**src/rtl/usb_host_bus_master.sv**
```systemverilog
// Byte-wide USB-side bus master: runs SETUP/STROBE/HOLD cycles for single or burst read/write commands.
// Optional feature macro: USB_MASTER_BURST_EN (honour cmd_len; otherwise every command moves one byte).
module usb_host_bus_master #(
  parameter int pADDR_WIDTH = 21,
  parameter int pLEN_WIDTH  = 7,
  parameter int pSETUP      = 1,
  parameter int pSTROBE     = 2,
  parameter int pHOLD       = 1
) (
  input  logic                   usb_clk,
  input  logic                   resetn,
  input  logic                   cmd_valid,
  output logic                   cmd_ready,
  input  logic                   cmd_write,
  input  logic [pADDR_WIDTH-1:0] cmd_addr,
  input  logic [pLEN_WIDTH-1:0]  cmd_len,
  input  logic                   wdata_valid,
  output logic                   wdata_ready,
  input  logic [7:0]             wdata,
  output logic                   rd_valid,
  output logic [7:0]             rd_data,
  output logic [pADDR_WIDTH-1:0] usb_addr,
  output logic                   usb_cen,
  output logic                   usb_rdn,
  output logic                   usb_wrn,
  output logic [7:0]             usb_dout,
  output logic                   usb_oe,
  input  logic [7:0]             usb_din,
  output logic                   busy,
  output logic                   done
);

  typedef enum logic [2:0] {
    S_IDLE,
    S_WDATA,
    S_SETUP,
    S_STROBE,
    S_HOLD
  } state_t;

  localparam logic [3:0] LP_SETUP  = 4'(pSETUP - 1);
  localparam logic [3:0] LP_STROBE = 4'(pSTROBE - 1);
  localparam logic [3:0] LP_HOLD   = 4'(pHOLD - 1);

  state_t     r_state;
  logic [3:0] r_cnt;
  logic       r_write;

`ifdef USB_MASTER_BURST_EN
  logic [pLEN_WIDTH-1:0] r_remain;
`else
  logic w_unused_len;
  assign w_unused_len = ^cmd_len;
`endif

  always_ff @(posedge usb_clk or negedge resetn) begin
    if (!resetn) begin
      r_state     <= S_IDLE;
      r_cnt       <= '0;
      r_write     <= 1'b0;
      cmd_ready   <= 1'b0;
      wdata_ready <= 1'b0;
      rd_valid    <= 1'b0;
      rd_data     <= '0;
      usb_addr    <= '0;
      usb_cen     <= 1'b1;
      usb_rdn     <= 1'b1;
      usb_wrn     <= 1'b1;
      usb_dout    <= '0;
      usb_oe      <= 1'b0;
      busy        <= 1'b0;
      done        <= 1'b0;
`ifdef USB_MASTER_BURST_EN
      r_remain    <= '0;
`endif
    end else begin
      rd_valid <= 1'b0;
      done     <= 1'b0;
      case (r_state)
        S_IDLE: begin
          cmd_ready <= 1'b1;
          if (cmd_valid && cmd_ready) begin
            cmd_ready <= 1'b0;
            busy      <= 1'b1;
            r_write   <= cmd_write;
            // Address is safe to present early: usb_cen stays high until SETUP.
            usb_addr  <= cmd_addr;
`ifdef USB_MASTER_BURST_EN
            r_remain  <= cmd_len;
`endif
            if (cmd_write) begin
              r_state     <= S_WDATA;
              wdata_ready <= 1'b1;
            end else begin
              r_state <= S_SETUP;
              r_cnt   <= LP_SETUP;
              usb_cen <= 1'b0;
              usb_oe  <= 1'b0;
            end
          end
        end

        S_WDATA: begin
          if (wdata_valid) begin
            usb_dout    <= wdata;
            wdata_ready <= 1'b0;
            r_state     <= S_SETUP;
            r_cnt       <= LP_SETUP;
            usb_cen     <= 1'b0;
            usb_oe      <= 1'b1;
          end
        end

        S_SETUP: begin
          if (r_cnt == 4'd0) begin
            r_state <= S_STROBE;
            r_cnt   <= LP_STROBE;
            usb_wrn <= ~r_write;
            usb_rdn <= r_write;
          end else begin
            r_cnt <= r_cnt - 4'd1;
          end
        end

        S_STROBE: begin
          if (r_cnt == 4'd0) begin
            r_state <= S_HOLD;
            r_cnt   <= LP_HOLD;
            usb_wrn <= 1'b1;
            usb_rdn <= 1'b1;
            // Read data is captured on the edge that releases the strobe.
            if (!r_write) begin
              rd_data  <= usb_din;
              rd_valid <= 1'b1;
            end
          end else begin
            r_cnt <= r_cnt - 4'd1;
          end
        end

        S_HOLD: begin
          if (r_cnt != 4'd0) begin
            r_cnt <= r_cnt - 4'd1;
          end
`ifdef USB_MASTER_BURST_EN
          else if (r_remain != '0) begin
            r_remain <= r_remain - 1'b1;
            usb_addr <= usb_addr + 1'b1;
            if (r_write) begin
              r_state     <= S_WDATA;
              wdata_ready <= 1'b1;
            end else begin
              r_state <= S_SETUP;
              r_cnt   <= LP_SETUP;
            end
          end
`endif
          else begin
            r_state   <= S_IDLE;
            usb_cen   <= 1'b1;
            usb_oe    <= 1'b0;
            busy      <= 1'b0;
            done      <= 1'b1;
            cmd_ready <= 1'b1;
          end
        end

        default: begin
          r_state <= S_IDLE;
        end
      endcase
    end
  end

endmodule

```
**config.mk**
```make
export PLATFORM = sky130hd
export DESIGN_NAME = usb_host_bus_master
export DESIGN_NICKNAME = d
export VERILOG_FILES = /design/src/rtl/usb_host_bus_master.sv
export SDC_FILE = /design/constraint.sdc
export NUM_CORES = 1
export LEC_CHECK = 0
export CORE_MARGIN = 1
export CORE_UTILIZATION = 45
export DETAILED_ROUTE_END_ITERATION = 8
export DONT_BUFFER_PORTS = 1
export PLACE_DENSITY_LB_ADDON = 0.08
export REMOVE_ABC_BUFFERS = 1
export SLEW_MARGIN = 0
export SYNTH_ARGS = -nofsm -noshare
export SYNTH_HDL_FRONTEND = slang
export SYNTH_SLANG_ARGS = --single-unit
```
**constraint.sdc**
```tcl
create_clock -name usb_clk -period 2.2 [get_ports usb_clk]
set_input_delay 0 -clock usb_clk [delete_from_list [all_inputs] [get_ports usb_clk]]
set_output_delay 0 -clock usb_clk [all_outputs]
set_load 0.01 [all_outputs]
```
==> run_results.csv <==
group,metric,value,unit
timing,setup_viol,0,
timing,post-route-min-period,1980,ps
clock_tree,cts_tree,"done",
clock_tree,clockRootBuffer,"clkbuf_8",
routing,via_per_inst,5.278,
power_and_ir_drop,irDropWorstVdd,585.1,µV
global_routing,grt_overflow,0,
finish,drive_gt1_share,29.44,%
worst_setup_path,crit_chain,"inv_1 -> ha_1 -> nor3b_4 -> nand3_2 -> nor2_4 -> mux2_2",
global_routing,grt_use_met2,31.91,%
synth,synth_area,0.002321,mm²
power_and_ir_drop,combPwrFrac,32.3,%
clock_tree,clk_latency,300,ps
synth,yosys.area.top_type,"dfrtp_1",
finish,diodes,0,
clock_tree,post_cts_resized,0,
global_routing,grtUsageMet3,5.487,%
power_and_ir_drop,p_per_area,1353,mW/mm²
worst_setup_path,worst-path-buf-inv,1,
worst_setup_path,worst_setup_path_end_kind,"flip-flop",
synth,ys_seq_area_share,58.38,%
finish,area_delta_synth_final,24.26,%
synth,synthTopCellsByArea,"dfrtp_1 (55%), mux2_2 (18%), dfstp_2 (3.4%)",
floorplanning,die_w,73.82,µm
synth,synth_flop_cell,"dfrtp_1",
floorplanning,start_util,47.87,%
min_path,min_to,"usb_cen",
timing,fin_skew,9.117,ps
global_routing,busiest_layer,"met2",
global_routing,grt_pass1_wl,7307,µm
worst_setup_path,reg2reg_from,"r_cnt[0]",
timing,finalMaxSlewViolations,0,
synth,syn_area_per_cell,13.73,µm²
routing,drtPass1Iterations,4,
global_routing,use_met1,20.74,%
synth,netlist_top_cells_count,"dfrtp_1 (51), mux2_2 (37), nand2_1 (9), a21oi_1 (8)",
power_and_ir_drop,p_int,0.002412,W
global_routing,grtUsageTotal,17.99,%
synth,synth-edff-count,0,
floorplanning,pin_count,95,
synth,synth_most_common_cell,"dfrtp_1",
power_and_ir_drop,p_sw_share,38.19,%
timing,finalCritPeriodShare,90.00,%
routing,routed_wirelength,4584,µm
clock_tree,htree_levels,2,
clock_tree,path_clk_slew,100,ps
timing,rsz0062_at_grt,"false",
clock_tree,cts_buffer_depth,2,
power_and_ir_drop,p_leak,1.219,nW
worst_setup_path,arrival,2170,ps
floorplanning,die_area,0.005449,mm²
routing,vias,1483,
worst_setup_path,critPathRequiredTime,2390,ps
global_routing,grt_pass1_vias,1574,
floorplanning,core-area,0.004848,mm²
clock_tree,cts_buffers,5,
floorplanning,dieHeight,73.82,µm
routing,first_iter_violations,100,
run_status,status,"finished clean",
finish,nets,264,
worst_setup_path,timing.reg2reg.setup_slack,220,ps
timing,tightest_slew,477.3,ps
synth,async_reset_ff_share,100.0,%
min_path,whs_path_depth,3,
place,dp_hpwl,2959,µm
timing,finalSetupTns,0,ps
floorplanning,row_count,25,
routing,drc,0,
power_and_ir_drop,pwr-share-clk,13.7,%
worst_setup_path,setup.worst_path.start_class,"flip-flop",
worst_setup_path,worstRegToRegCells,6,
synth,ys_warn_count,0,
place,gp_congestion,0.8522,
worst_setup_path,critPathTopFamily,"simple AND/OR/NAND/NOR gates",
timing,hold_violations,0,
flow_run,maxCapViolCount,0,
min_path,hold_path_class,"in -> reg",
clock_tree,numClockSinks,54,
synth,yosysTopAreaCellShare,54.99,%
min_path,min-delay-start,"wdata_valid",
timing,fmaxAchievable,505.0,MHz
power_and_ir_drop,p_seq_share,54.0,%
routing,avgRoutedWirePerCell,16.31,µm
power_and_ir_drop,p_sw,0.001491,W
worst_setup_path,crit_type,"reg -> reg",
timing,holdWs,5.267,ps
synth,synth_cell_types,42,
worst_setup_path,slowest_stage,"dfrtp_1",
routing,final_antenna_net_count,0,
worst_setup_path,r2r_end,"rd_data[2]",
worst_setup_path,slowest_delay,440,ps
worst_setup_path,cp_max_fo,9,
place,io_buffers,0,
synth,synth_seq_cells,54,
timing,max_slew_margin,68.08,%
global_routing,antenna_found_initial,0,
synth,netlist_instances,169,
global_routing,grt_max_degree,55,
==> worst register-to-register path: stages (launching register included) <==
cell	delay [ps]
dfrtp_1	440
inv_1	150
ha_1	180
nor3b_4	320
nand3_2	150
nor2_4	260
mux2_2	380
==> sequential cells by signal (all words and copies together), names as in the netlist <==
signal and count:
wdata_ready 1, usb_addr 21, r_write 1, r_state 3
rd_valid 1, usb_wrn 1, usb_cen 1, r_cnt 4
rd_data 8, usb_oe 1, done 1, busy 1
usb_dout 8, usb_rdn 1, cmd_ready 1
==> cells in the final DEF (no fill, tap or decap), types with 2 or more instances in the layout <==
cell and count:
a211o_1 2, a21o_1 3, a21oi_1 8, a311oi_1 2
a31oi_1 2, buf_4 3, clkbuf_8 5, dfrtp_1 51
dfstp_2 3, dlygate4sd3_1 40, ha_1 2, inv_1 6
mux2_2 37, nand2_1 9, nand2b_1 3, nand3_1 2
nand3_2 2, nor2_1 6, nor2_2 2
==> per-stage QoR <==
| stage | total power (W) | utilization, % | area [µm²] | std cells | setup WS (ps) |
|---|---|---|---|---|---|
| global route | 0.004165 | 59.48 | 2884 | 281 | 80.59 |
| finish | 0.003903 | 59.48 | 2884 | 281 | 220.0 |
| floorplan | 0.002983 | - | 2260 | 162 | 152.9 |
| CTS | 0.003940 | 59.48 | 2884 | 281 | 211.1 |
| detailed placement | 0.003309 | 48.80 | 2366 | 232 | 217.8 |
| global placement | 0.003237 | 48.80 | 2366 | 232 | 294.1 |
==> layout make-up <==
class	instances	area, µm²
clock buffers	5	68.82
clock inverters	3	21.27
fillers	376	1964
inverters	6	22.52
multi-input cells	102	882.1
flip-flops and latches	54	1355
well taps	67	83.83
repair buffers	44	450.4
==> metal layers <==
| layer | wire (µm) | vias up |
|---|---|---|
| met3 | 230 | 5 |
| met1 | 1844 | 750 |
| met2 | 2461 | 44 |
| li1 | - | 684 |
| met4 | 48 | 0 |
| met5 | 0 | - |
==> cells by family (layout without fill, tap and decap cells) <==
family / after synthesis / count (layout) / share of synthesized area, %
and+or+nand+nor: 36 / 36 / 10.51
adders and majority gates: 2 / 2 / 1.078
DFF: 54 / 54 / 58.38
buffers and inverters: 13 / 58 / 3.611
xor gates and xnor gates: 1 / 1 / 0.3774
AOI/OAI and AO/OA: 24 / 24 / 7.170
muxes: 39 / 39 / 18.87
==> worst max path at each step <==
| stage | start | end | slack (ps) | cells after the start |
|---|---|---|---|---|
| floorplan | r_state[1] | r_write | 150 | 2 |
| global placement | r_cnt[0] | rd_data[1] | 290 | 6 |
| detailed placement | r_cnt[0] | rd_data[5] | 220 | 6 |
| CTS | r_cnt[0] | rd_data[5] | 210 | 6 |
| global route | r_cnt[0] | rd_data[2] | 80 | 6 |
| finish | r_cnt[0] | rd_data[2] | 220 | 6 |
==> power by group through the flow <==
stage / Combinational (W) / Sequential (W) / Clock (W)
final: 0.00126 / 0.00211 / 0.000536
after CTS: 0.00127 / 0.00211 / 0.000561
after detailed placement: 0.00119 / 0.00212 / 0
after floorplan: 0.000958 / 0.00202 / 0
after global routing: 0.00140 / 0.00218 / 0.000592
after global placement: 0.00112 / 0.00212 / 0
==> repair_timing <==
action,4_1_cts,5_1_grt
setup buffers,0,0
endpoints found under the setup margin,0,0
endpoints found under the hold margin,95,0
hold buffers,41,0
No activity file was read; power rests on OpenSTA's default activity.
